## src/rtl/icache_axi_responder_if.sv

```systemverilog
// rtl/icache_axi_responder_if.sv - AR/R channel bundle between the icache refill master and the read responder
interface icache_axi_responder_if #(
  parameter int DATA_BYTES = 8,
  parameter int ID_W       = 4
);
  logic                    mar_valid;
  logic [ID_W-1:0]         mar_id;
  logic [31:0]             mar_addr;
  logic [7:0]              mar_len;
  logic [2:0]              mar_size;
  logic [1:0]              mar_burst;
  logic                    sar_ready;

  logic                    sr_valid;
  logic [ID_W-1:0]         sr_id;
  logic [8*DATA_BYTES-1:0] sr_data;
  logic [1:0]              sr_resp;
  logic                    sr_last;
  logic                    mr_ready;

  modport master (
    output mar_valid, mar_id, mar_addr, mar_len, mar_size, mar_burst, mr_ready,
    input  sar_ready, sr_valid, sr_id, sr_data, sr_resp, sr_last
  );

  modport slave (
    input  mar_valid, mar_id, mar_addr, mar_len, mar_size, mar_burst, mr_ready,
    output sar_ready, sr_valid, sr_id, sr_data, sr_resp, sr_last
  );

  modport axi (
    input  mar_valid, mar_id, mar_addr, mar_len, mar_size, mar_burst, mr_ready,
    output sar_ready, sr_valid, sr_id, sr_data, sr_resp, sr_last
  );
endinterface

```

## src/rtl/icache_axi_responder.sv

```systemverilog
// rtl/icache_axi_responder.sv - AXI4 read responder: AR queue, burst address generator, credit-gated R buffer
module icache_axi_responder #(
  parameter int DATA_BYTES = 8,
  parameter int MEM_BYTES  = 65536,
  parameter int AR_DEPTH   = 2,
  parameter int ID_W       = 4
) (
  input  logic                         clk,
  input  logic                         rst,
  icache_axi_responder_if.axi          axi,
  output logic                         mem_en,
  output logic [$clog2(MEM_BYTES)-1:0] mem_addr,
  input  logic [8*DATA_BYTES-1:0]      mem_rdata
);
  localparam int DW   = 8 * DATA_BYTES;
  localparam int MA_W = $clog2(MEM_BYTES);
  localparam int AP_W = (AR_DEPTH > 1) ? $clog2(AR_DEPTH) : 1;
  localparam int AC_W = AP_W + 1;

  typedef struct packed {
    logic [ID_W-1:0] id;
    logic [31:0]     addr;
    logic [7:0]      len;
    logic [2:0]      size;
    logic [1:0]      burst;
  } ar_t;

  typedef struct packed {
    logic [ID_W-1:0] id;
    logic [DW-1:0]   data;
    logic [1:0]      resp;
    logic            last;
  } r_t;

  typedef enum logic {IDLE, BURST} state_t;

  ar_t             ar_q [AR_DEPTH];
  ar_t             ar_head;
  logic [AP_W-1:0] ar_wr, ar_rd;
  logic [AC_W-1:0] ar_count, ar_count_next;
  logic            ar_push, ar_pop, ar_ready;

  r_t              rb [2];
  logic            rb_wr, rb_rd;
  logic [1:0]      rb_count;
  logic            rb_pop;
  logic            rb_valid;

  state_t          state;
  logic [31:0]     cur_addr;
  logic [7:0]      beats_left, b_len;
  logic [ID_W-1:0] b_id;
  logic [2:0]      b_size;
  logic [1:0]      b_burst;
  logic            b_err;

  logic            inflight, if_err, if_last;
  logic [ID_W-1:0] if_id;

  logic            beat_err, issue, last_beat;
  logic [2:0]      occupancy;
  logic [31:0]     step, bound, next_addr;

  assign ar_head       = ar_q[ar_rd];
  assign ar_push       = axi.mar_valid && ar_ready;
  assign last_beat     = (beats_left == 8'd0);
  assign beat_err      = b_err || (cur_addr >= 32'(MEM_BYTES));
  assign rb_valid      = (rb_count != 2'd0);
  assign rb_pop        = rb_valid && axi.mr_ready;

  // A beat issued now lands one cycle later, so reserve its slot against what is already owed.
  assign occupancy     = 3'(rb_count) + 3'(inflight) - 3'(rb_pop);
  assign issue         = (state == BURST) && (occupancy < 3'd2);
  assign ar_pop        = (ar_count != '0) && ((state == IDLE) || (issue && last_beat));
  assign ar_count_next = ar_count + AC_W'(ar_push) - AC_W'(ar_pop);

  always_comb begin
    step  = 32'd1 << b_size;
    bound = step * (32'(b_len) + 32'd1);
    case (b_burst)
      2'b00:   next_addr = cur_addr;
      2'b10:   next_addr = (cur_addr & ~(bound - 32'd1)) | ((cur_addr + step) & (bound - 32'd1));
      default: next_addr = cur_addr + step;
    endcase
  end

  assign mem_en   = issue && !beat_err;
  assign mem_addr = cur_addr[MA_W-1:0] & ~MA_W'(DATA_BYTES - 1);

  assign axi.sar_ready = ar_ready;
  assign axi.sr_valid  = rb_valid;
  assign axi.sr_id     = rb_valid ? rb[rb_rd].id   : '0;
  assign axi.sr_data   = rb_valid ? rb[rb_rd].data : '0;
  assign axi.sr_resp   = rb_valid ? rb[rb_rd].resp : 2'b00;
  assign axi.sr_last   = rb_valid ? rb[rb_rd].last : 1'b0;

  always_ff @(posedge clk) begin
    if (!rst) begin
      state      <= IDLE;
      ar_wr      <= '0;
      ar_rd      <= '0;
      ar_count   <= '0;
      ar_ready   <= 1'b1;
      rb_wr      <= 1'b0;
      rb_rd      <= 1'b0;
      rb_count   <= 2'd0;
      inflight   <= 1'b0;
      if_err     <= 1'b0;
      if_last    <= 1'b0;
      if_id      <= '0;
      cur_addr   <= 32'd0;
      beats_left <= 8'd0;
      b_len      <= 8'd0;
      b_id       <= '0;
      b_size     <= 3'd0;
      b_burst    <= 2'b00;
      b_err      <= 1'b0;
    end else begin
      if (ar_push) begin
        ar_q[ar_wr] <= '{id: axi.mar_id, addr: axi.mar_addr, len: axi.mar_len,
                         size: axi.mar_size, burst: axi.mar_burst};
        ar_wr       <= ar_wr + AP_W'(1);
      end
      if (ar_pop) ar_rd <= ar_rd + AP_W'(1);
      ar_count <= ar_count_next;
      ar_ready <= (ar_count_next < AC_W'(AR_DEPTH));

      inflight <= issue;
      if_err   <= beat_err;
      if_last  <= last_beat;
      if_id    <= b_id;

      // Error beats still occupy a slot so that every burst returns exactly len+1 beats.
      if (inflight) begin
        rb[rb_wr] <= '{id: if_id, data: (if_err ? '0 : mem_rdata),
                       resp: (if_err ? 2'b10 : 2'b00), last: if_last};
        rb_wr     <= ~rb_wr;
      end
      if (rb_pop) rb_rd <= ~rb_rd;
      rb_count <= rb_count + 2'(inflight) - 2'(rb_pop);

      case (state)
        IDLE:  if (ar_pop) state <= BURST;
        BURST: if (issue && last_beat && !ar_pop) state <= IDLE;
      endcase

      if (ar_pop) begin
        cur_addr   <= ar_head.addr;
        beats_left <= ar_head.len;
        b_len      <= ar_head.len;
        b_id       <= ar_head.id;
        b_size     <= ar_head.size;
        b_burst    <= ar_head.burst;
        b_err      <= (ar_head.burst == 2'b11);
      end else if (issue && !last_beat) begin
        beats_left <= beats_left - 8'd1;
        cur_addr   <= next_addr;
      end
    end
  end
endmodule

```

## src/flat_wrapper.sv

```systemverilog
// flat-port wrapper written by rule: the top's interface ports become plain ports
module icache_axi_responder_flat 
#(
  parameter int DATA_BYTES = 8,
  parameter int MEM_BYTES  = 65536,
  parameter int AR_DEPTH   = 2,
  parameter int ID_W       = 4
)
  (clk, rst, mem_en, mem_addr, mem_rdata, axi_mar_valid, axi_mar_id, axi_mar_addr, axi_mar_len, axi_mar_size, axi_mar_burst, axi_mr_ready, axi_sar_ready, axi_sr_valid, axi_sr_id, axi_sr_data, axi_sr_resp, axi_sr_last);
  icache_axi_responder_if #(.DATA_BYTES(DATA_BYTES), .ID_W(ID_W)) axi_i ();
  input  logic clk;
  input  logic rst;
  output logic mem_en;
  output logic [$clog2(MEM_BYTES)-1:0] mem_addr;
  input  logic [8*DATA_BYTES-1:0] mem_rdata;
  input wire logic [$bits(axi_i.mar_valid)-1:0] axi_mar_valid;
  input wire logic [$bits(axi_i.mar_id)-1:0] axi_mar_id;
  input wire logic [$bits(axi_i.mar_addr)-1:0] axi_mar_addr;
  input wire logic [$bits(axi_i.mar_len)-1:0] axi_mar_len;
  input wire logic [$bits(axi_i.mar_size)-1:0] axi_mar_size;
  input wire logic [$bits(axi_i.mar_burst)-1:0] axi_mar_burst;
  input wire logic [$bits(axi_i.mr_ready)-1:0] axi_mr_ready;
  output wire logic [$bits(axi_i.sar_ready)-1:0] axi_sar_ready;
  output wire logic [$bits(axi_i.sr_valid)-1:0] axi_sr_valid;
  output wire logic [$bits(axi_i.sr_id)-1:0] axi_sr_id;
  output wire logic [$bits(axi_i.sr_data)-1:0] axi_sr_data;
  output wire logic [$bits(axi_i.sr_resp)-1:0] axi_sr_resp;
  output wire logic [$bits(axi_i.sr_last)-1:0] axi_sr_last;
  assign axi_i.mar_valid = axi_mar_valid;
  assign axi_i.mar_id = axi_mar_id;
  assign axi_i.mar_addr = axi_mar_addr;
  assign axi_i.mar_len = axi_mar_len;
  assign axi_i.mar_size = axi_mar_size;
  assign axi_i.mar_burst = axi_mar_burst;
  assign axi_i.mr_ready = axi_mr_ready;
  assign axi_sar_ready = axi_i.sar_ready;
  assign axi_sr_valid = axi_i.sr_valid;
  assign axi_sr_id = axi_i.sr_id;
  assign axi_sr_data = axi_i.sr_data;
  assign axi_sr_resp = axi_i.sr_resp;
  assign axi_sr_last = axi_i.sr_last;
  icache_axi_responder #(.DATA_BYTES(DATA_BYTES), .MEM_BYTES(MEM_BYTES), .AR_DEPTH(AR_DEPTH), .ID_W(ID_W)) u_core (.clk(clk), .rst(rst), .axi(axi_i), .mem_en(mem_en), .mem_addr(mem_addr), .mem_rdata(mem_rdata));
endmodule
```

## config.mk

```make
export PLATFORM = sky130hd
export DESIGN_NAME = icache_axi_responder_flat
export DESIGN_NICKNAME = d
export VERILOG_FILES = /design/src/rtl/icache_axi_responder_if.sv /design/src/rtl/icache_axi_responder.sv /design/src/flat_wrapper.sv
export SDC_FILE = /design/constraint.sdc
export NUM_CORES = 1
export LEC_CHECK = 0
export ABC_AREA = 1
export CORE_ASPECT_RATIO = 1.75
export CORE_MARGIN = 2
export CORE_UTILIZATION = 32
export CTS_BUF_LIST = sky130_fd_sc_hd__clkbuf_8 sky130_fd_sc_hd__clkbuf_16
export CTS_CLUSTER_DIAMETER = 120
export CTS_CLUSTER_SIZE = 20
export DETAILED_ROUTE_END_ITERATION = 10
export MAX_ROUTING_LAYER = met4
export SYNTH_ARGS = -nofsm -noshare
export SYNTH_HDL_FRONTEND = slang
export SYNTH_SLANG_ARGS = --single-unit
```

## constraint.sdc

```tcl
create_clock -name clk -period 7.8 [get_ports clk]
set_input_delay 1.17 -clock clk [delete_from_list [all_inputs] [get_ports clk]]
set_output_delay 1.17 -clock clk [all_outputs]
set_load 0.005 [all_outputs]
```

; Word level (Yosys, flattened, before mapping)
; Memory sizes are Yosys's and may differ from the RTL's. A register that Yosys moved wholly into a read port is not among the register bits.
; Cells that the tools add are included.
[word_totals]
register_bits = 75
mem_bits_rw = 240
in_bits = 117
output_inout_bits = 90
mem_count = 2
[memory_table]
columns = name, words, word_bits, read_ports, rd_clocked_by_memory_dff, write_ports, line_no
row1 = u_core.rb, 2, 71, 1, 1, 1, icache_axi_responder.sv:43  ; r_t rb [2];
row2 = u_core.ar_q, 2, 49, 1, 1, 1, icache_axi_responder.sv:37  ; ar_t ar_q [AR_DEPTH];
[op_classes]
n_addsub = 12
mul = 1
n_lt_le_gt_ge = 3
n_eq_ne = 3
shifts = 1
muxes = 24
bitwise = 7
n_reduce_logical = 19
[op_table]
columns = operator, count
row1 = 64-bit two-way mux, 2
row2 = 32-bit AND, 2
row3 = 32-bit two-way mux, 2
row4 = 32-bit case mux with 2 select lines, 1
row5 = 32-bit adder, 1
row6 = "32-bit by 17-bit >= comparator with 1-bit output, second input constant", 1
row7 = 32-bit by 32-bit multiplier with 32-bit output, 1
row8 = 32-bit inverter, 1
row9 = 32-bit bitwise OR, 1
row10 = "1-bit by 3-bit << shifter with 32-bit output, first input constant", 1
row11 = "32-bit by 1-bit subtractor with 32-bit output, second input constant", 1
row12 = 8-bit two-way mux, 2
row13 = 1-bit two-way mux, 13
row14 = "8-bit by 1-bit adder with 9-bit output, second input constant", 1
row15 = 1-bit logical AND, 8
row16 = 8-bit zero test, 1
row17 = "8-bit by 1-bit subtractor with 8-bit output, second input constant", 1
row18 = 2-bit nonzero test, 3
row19 = 2-bit by 1-bit adder with 2-bit output, 2
row20 = "2-bit equality test, second input constant", 2
row21 = 2-bit two-way mux, 2
row22 = 4-bit two-way mux, 1
row23 = 2-bit by 1-bit subtractor with 2-bit output, 2
row24 = 2-bit by 1-bit adder with 3-bit output, 1
row25 = 11 further kinds, 17

; Depth between registers and ports, before layout
[depth]
ltp_word = 12
mapped_depth = 32
depth_no_buf = 32

; Worst setup path before layout
; OpenSTA, ideal clock, no wires.
[synth_timing]
kind = input to register
start = input port rst
end = memory u_core.rb[1][0] (netlist name), enable pin
arrival_time_ps = 6107
setup_slack_ps = 1109
cell_stages = 2
n_path_buf = 0
cell_sequence = clkinv_1 nor3_1
[synth_via]
elab_chain_cells = 2
[synth_rtl]
columns = item, line_no
row1 = "start, declared", flat_wrapper.sv:12  ; input logic rst;
row2 = 1-bit two-way mux, icache_axi_responder.sv:98  ; if (!rst) begin
row3 = 1-bit two-way mux, icache_axi_responder.sv:135  ; rb[rb_wr] <= '{id: if_id, data: (if_err ? '0 : mem_rdata),
row4 = "end, declared", icache_axi_responder.sv:43
; No other way between the ends.

==> metrics.csv <==
stage,metric,value,unit
yosys,"FF+latch count, synth",315,
setup_path,Worst Path Required,8240,ps
sta,Final Hold Viols,0,
route,total number of vias,14280,
yosys,Main synth FF type,edfxtp_1,
die,FP Rows,114,
clock_network,PostCTS Resize Cnt,0,
die,starting density of the core,0.3231,
sta,crit share post-route,0.7961,
global_routing,Tot GR Track Use,0.1911,
setup_path,R2R setup slack,1590,ps
global_routing,vias in the first global route,14430,
power_and_ir_drop,Leakage,9.212,nW
final_layout,fin util,0.3806,
power_and_ir_drop,worst vdd ir,0.0002118,V
status,status,"complete, no violations",
final_layout,Layout Nets,2562,
sta,Slew @ Worst Pin,1076,ps
sta,fin worst setup slack,1591,ps
setup_path,Worst Setup End Kind,flop,
die,Die Ht,316.3,microns
route,drt drc,0,
sta,final hold slack,435.1,ps
min_path,HP Class,reg -> reg,
clock_network,"Reg clk slew, reported paths",90,ps
final_layout,post-route cell area,0.02101,sq mm
final_layout,ratio of cells with drive above 1 in the final layout,0.02572,
yosys,Synth area leaders,"edfxtp_1 (40%), nand2_1 (15%), dfxtp_1 (8.6%)",
final_layout,"Area growth, synth to finish",17.80,%
clock_network,H-tree Lvls,1,
power_and_ir_drop,pwr/cell area,387.7,mW/mm^2
sta,Final Max Slew Viols,0,
sta,RSZ-0062 raised after global routing,false,
route,Wirelength per Cell,17.77,microns
sta,Peak Freq,0.1611,GHz
yosys,asr flop ratio synth,0,
place,I/O Buffers,202,
sta,Max Clock Skew,21.23,ps
sta,slew margin rel.,0.2774,
die,CORE AREA,0.05520,sq mm
global_routing,largest net degree at the start of global routing,72,
yosys,number of synthesized flops with an enable pin,238,
min_path,hold depth,0,
die,die area,0.05772,sq mm
yosys,Synth area leader,edfxtp_1,
setup_path,worst r2r src,u_core.b_size[0]$_SDFFE_PN0P_,
route,final wirelength,53.90,mm
global_routing,initial antenna violation count,4,
clock_network,TritonCTS Sinks,315,
yosys,Synth top cells by count,"nand2_1 (705), inv_1 (324), edfxtp_1 (238)",
yosys,most numerous cell in the Yosys netlist,nand2_1,
clock_network,clock tree from TritonCTS,yes,
yosys,Post-Syn Area,0.01784,sq mm
global_routing,first-pass GRT wire length,81.73,mm
run,Max-cap violations,0,
yosys,top-area cell type share of the netlist area,0.4007,
sta,setup violators final,0,
clock_network,Num CTS Buffers,19,
die,die span in x,182.5,microns
setup_path,CP startpoint,u_core.b_size[0]$_SDFFE_PN0P_,
route,Initial DRT Pass Iterations,5,
setup_path,Startpoint Class,flop,
setup_path,Worst Setup Path Type,reg -> reg,
place,setup slack after placement,1535,ps
route,routed vias/inst,4.708,
setup_path,largest fanout on the critical path,8,
yosys,Synth Area per Inst,8.254,sq um
clock_network,Skew-Pair Late Insertion Delay,560,ps
setup_path,WP data arrival,6650,ps
sta,setup TNS,0,ps
clock_network,Post CTS Setup Buffer Count,0,
min_path,worst hold path startpoint,u_core.if_last$_SDFF_PN0_,
setup_path,R2R cell count,26,
place,HPWL after DPL,41.24,mm
clock_network,clk root buf,clkbuf_16,
die,I/O Pins,207,
min_path,Worst Hold Path EP,u_core.rb[1][0]$_DFFE_PP_,
yosys,Synth Instances,2161,
global_routing,gr ovfl total,0,
sta,Final min period,6209,ps
clock_network,CTS Buffer Depth,3,
place,GP Congestion,0.9642,
yosys,"Distinct cells, synth",37,
place,area post-placement,0.02046,sq mm
yosys,synth warn,0,
route,post-route ant nets,0,
yosys,register area share after synthesis,0.4871,
clock_network,"Hold-fix buffers, CTS",0,
route,initial DRC count,840,
-- cell type report --
cell class | count | area, sq um
fill | 5596 | 34190
sequential | 315 | 8692
multi-input combinational | 1437 | 7531
timing repair buffer | 216 | 2122
inverter | 331 | 1245
tap | 696 | 870.8
clock buffer | 19 | 475.5
clock inverter | 15 | 65.06
antenna | 4 | 10.01
-- per-stage QoR --
stage / instances / power, W
floorplan: 2164 / 0.005400
global placement: 2995 / 0.007167
detailed placement: 2995 / 0.007190
CTS: 3029 / 0.008236
global route: 3033 / 0.008866
finish: 3033 / 0.008146
-- worst max path at each step --
stage	to	cells past startpoint	slack, ps
global route	flop	26	1070
finish	flop	26	1590
global placement	flop	22	1590
CTS	flop	25	1510
floorplan	u_core.rb[1][0]$_DFFE_PP_	2	1110
detailed placement	flop	25	1540
-- layout by cell type (no fill, tap or decap), types with 2 or more instances in the layout --
cell,count
conb_1,4
o21ai_0,53
edfxtp_1,238
nor3_2,6
nand2_1,705
a21oi_1,136
dfxtp_2,3
inv_2,4
nor3_1,15
nor4_1,5
a21o_1,2
o21ai_1,3
inv_1,337
nand3_1,87
nand3b_1,3
fa_1,48
nor2_1,228
a31oi_1,14
xnor2_1,7
nor2_4,3
clkbuf_16,19
buf_4,14
or2_2,2
mux2i_1,3
clkinv_1,2
dfxtp_1,74
ha_1,77
xor2_1,11
diode_2,4
nand2_2,4
clkdlybuf4s50_1,201
nand4_1,17
-- cell families after synthesis --
group                    count (synthesis)  share of synthesized area
XOR/XNOR                                18                   0.008839
adder cells (fa/ha/maj)                125                     0.1079
other                                    1                  0.0002103
multiplexers                             3                   0.001684
AO/OA/AOI/OAI                          210                    0.06096
flip-flops                             315                     0.4871
AND/OR/NAND/NOR                       1077                     0.2402
buffers and inverters                  412                    0.09309
-- critical path, cell delays in order, from the launching register on --
cell     delay, ps
dfxtp_1        420
inv_1          120
nor3_2         690
nand2_1        180
fa_1           560
inv_1           60
fa_1           500
inv_1           50
fa_1           470
inv_1           60
fa_1           530
inv_1           60
fa_1           530
inv_1           50
ha_1           350
a21oi_1        290
nor2_1          70
nor2_1          80
nand2_1        140
nand3_1        100
nand3_1        190
nand2_1        130
nand2_2        120
inv_2          170
nand2_1         60
nor2_1         100
nor2_1          40
-- per-layer routing --
metal / up-vias / track usage / routed length (microns)
met5: - / - / 0
li1: 7137 / - / -
met4: 0 / 0.1089 / 3417
met1: 6592 / 0.1824 / 19120
met3: 132 / 0.03101 / 2816
met2: 418 / 0.3605 / 28550
-- report_power, final --
group | internal (W) | total (W) | leakage (nW) | switching (W)
combinational | 0.00158 | 0.00485 | 6.09 | 0.00327
sequential | 0.00207 | 0.00228 | 2.81 | 0.000218
clock | 0.000447 | 0.00101 | 0.308 | 0.000563
total | 0.00409 | 0.00815 | 9.21 | 0.00406
(Power assumes the default switching activity.)
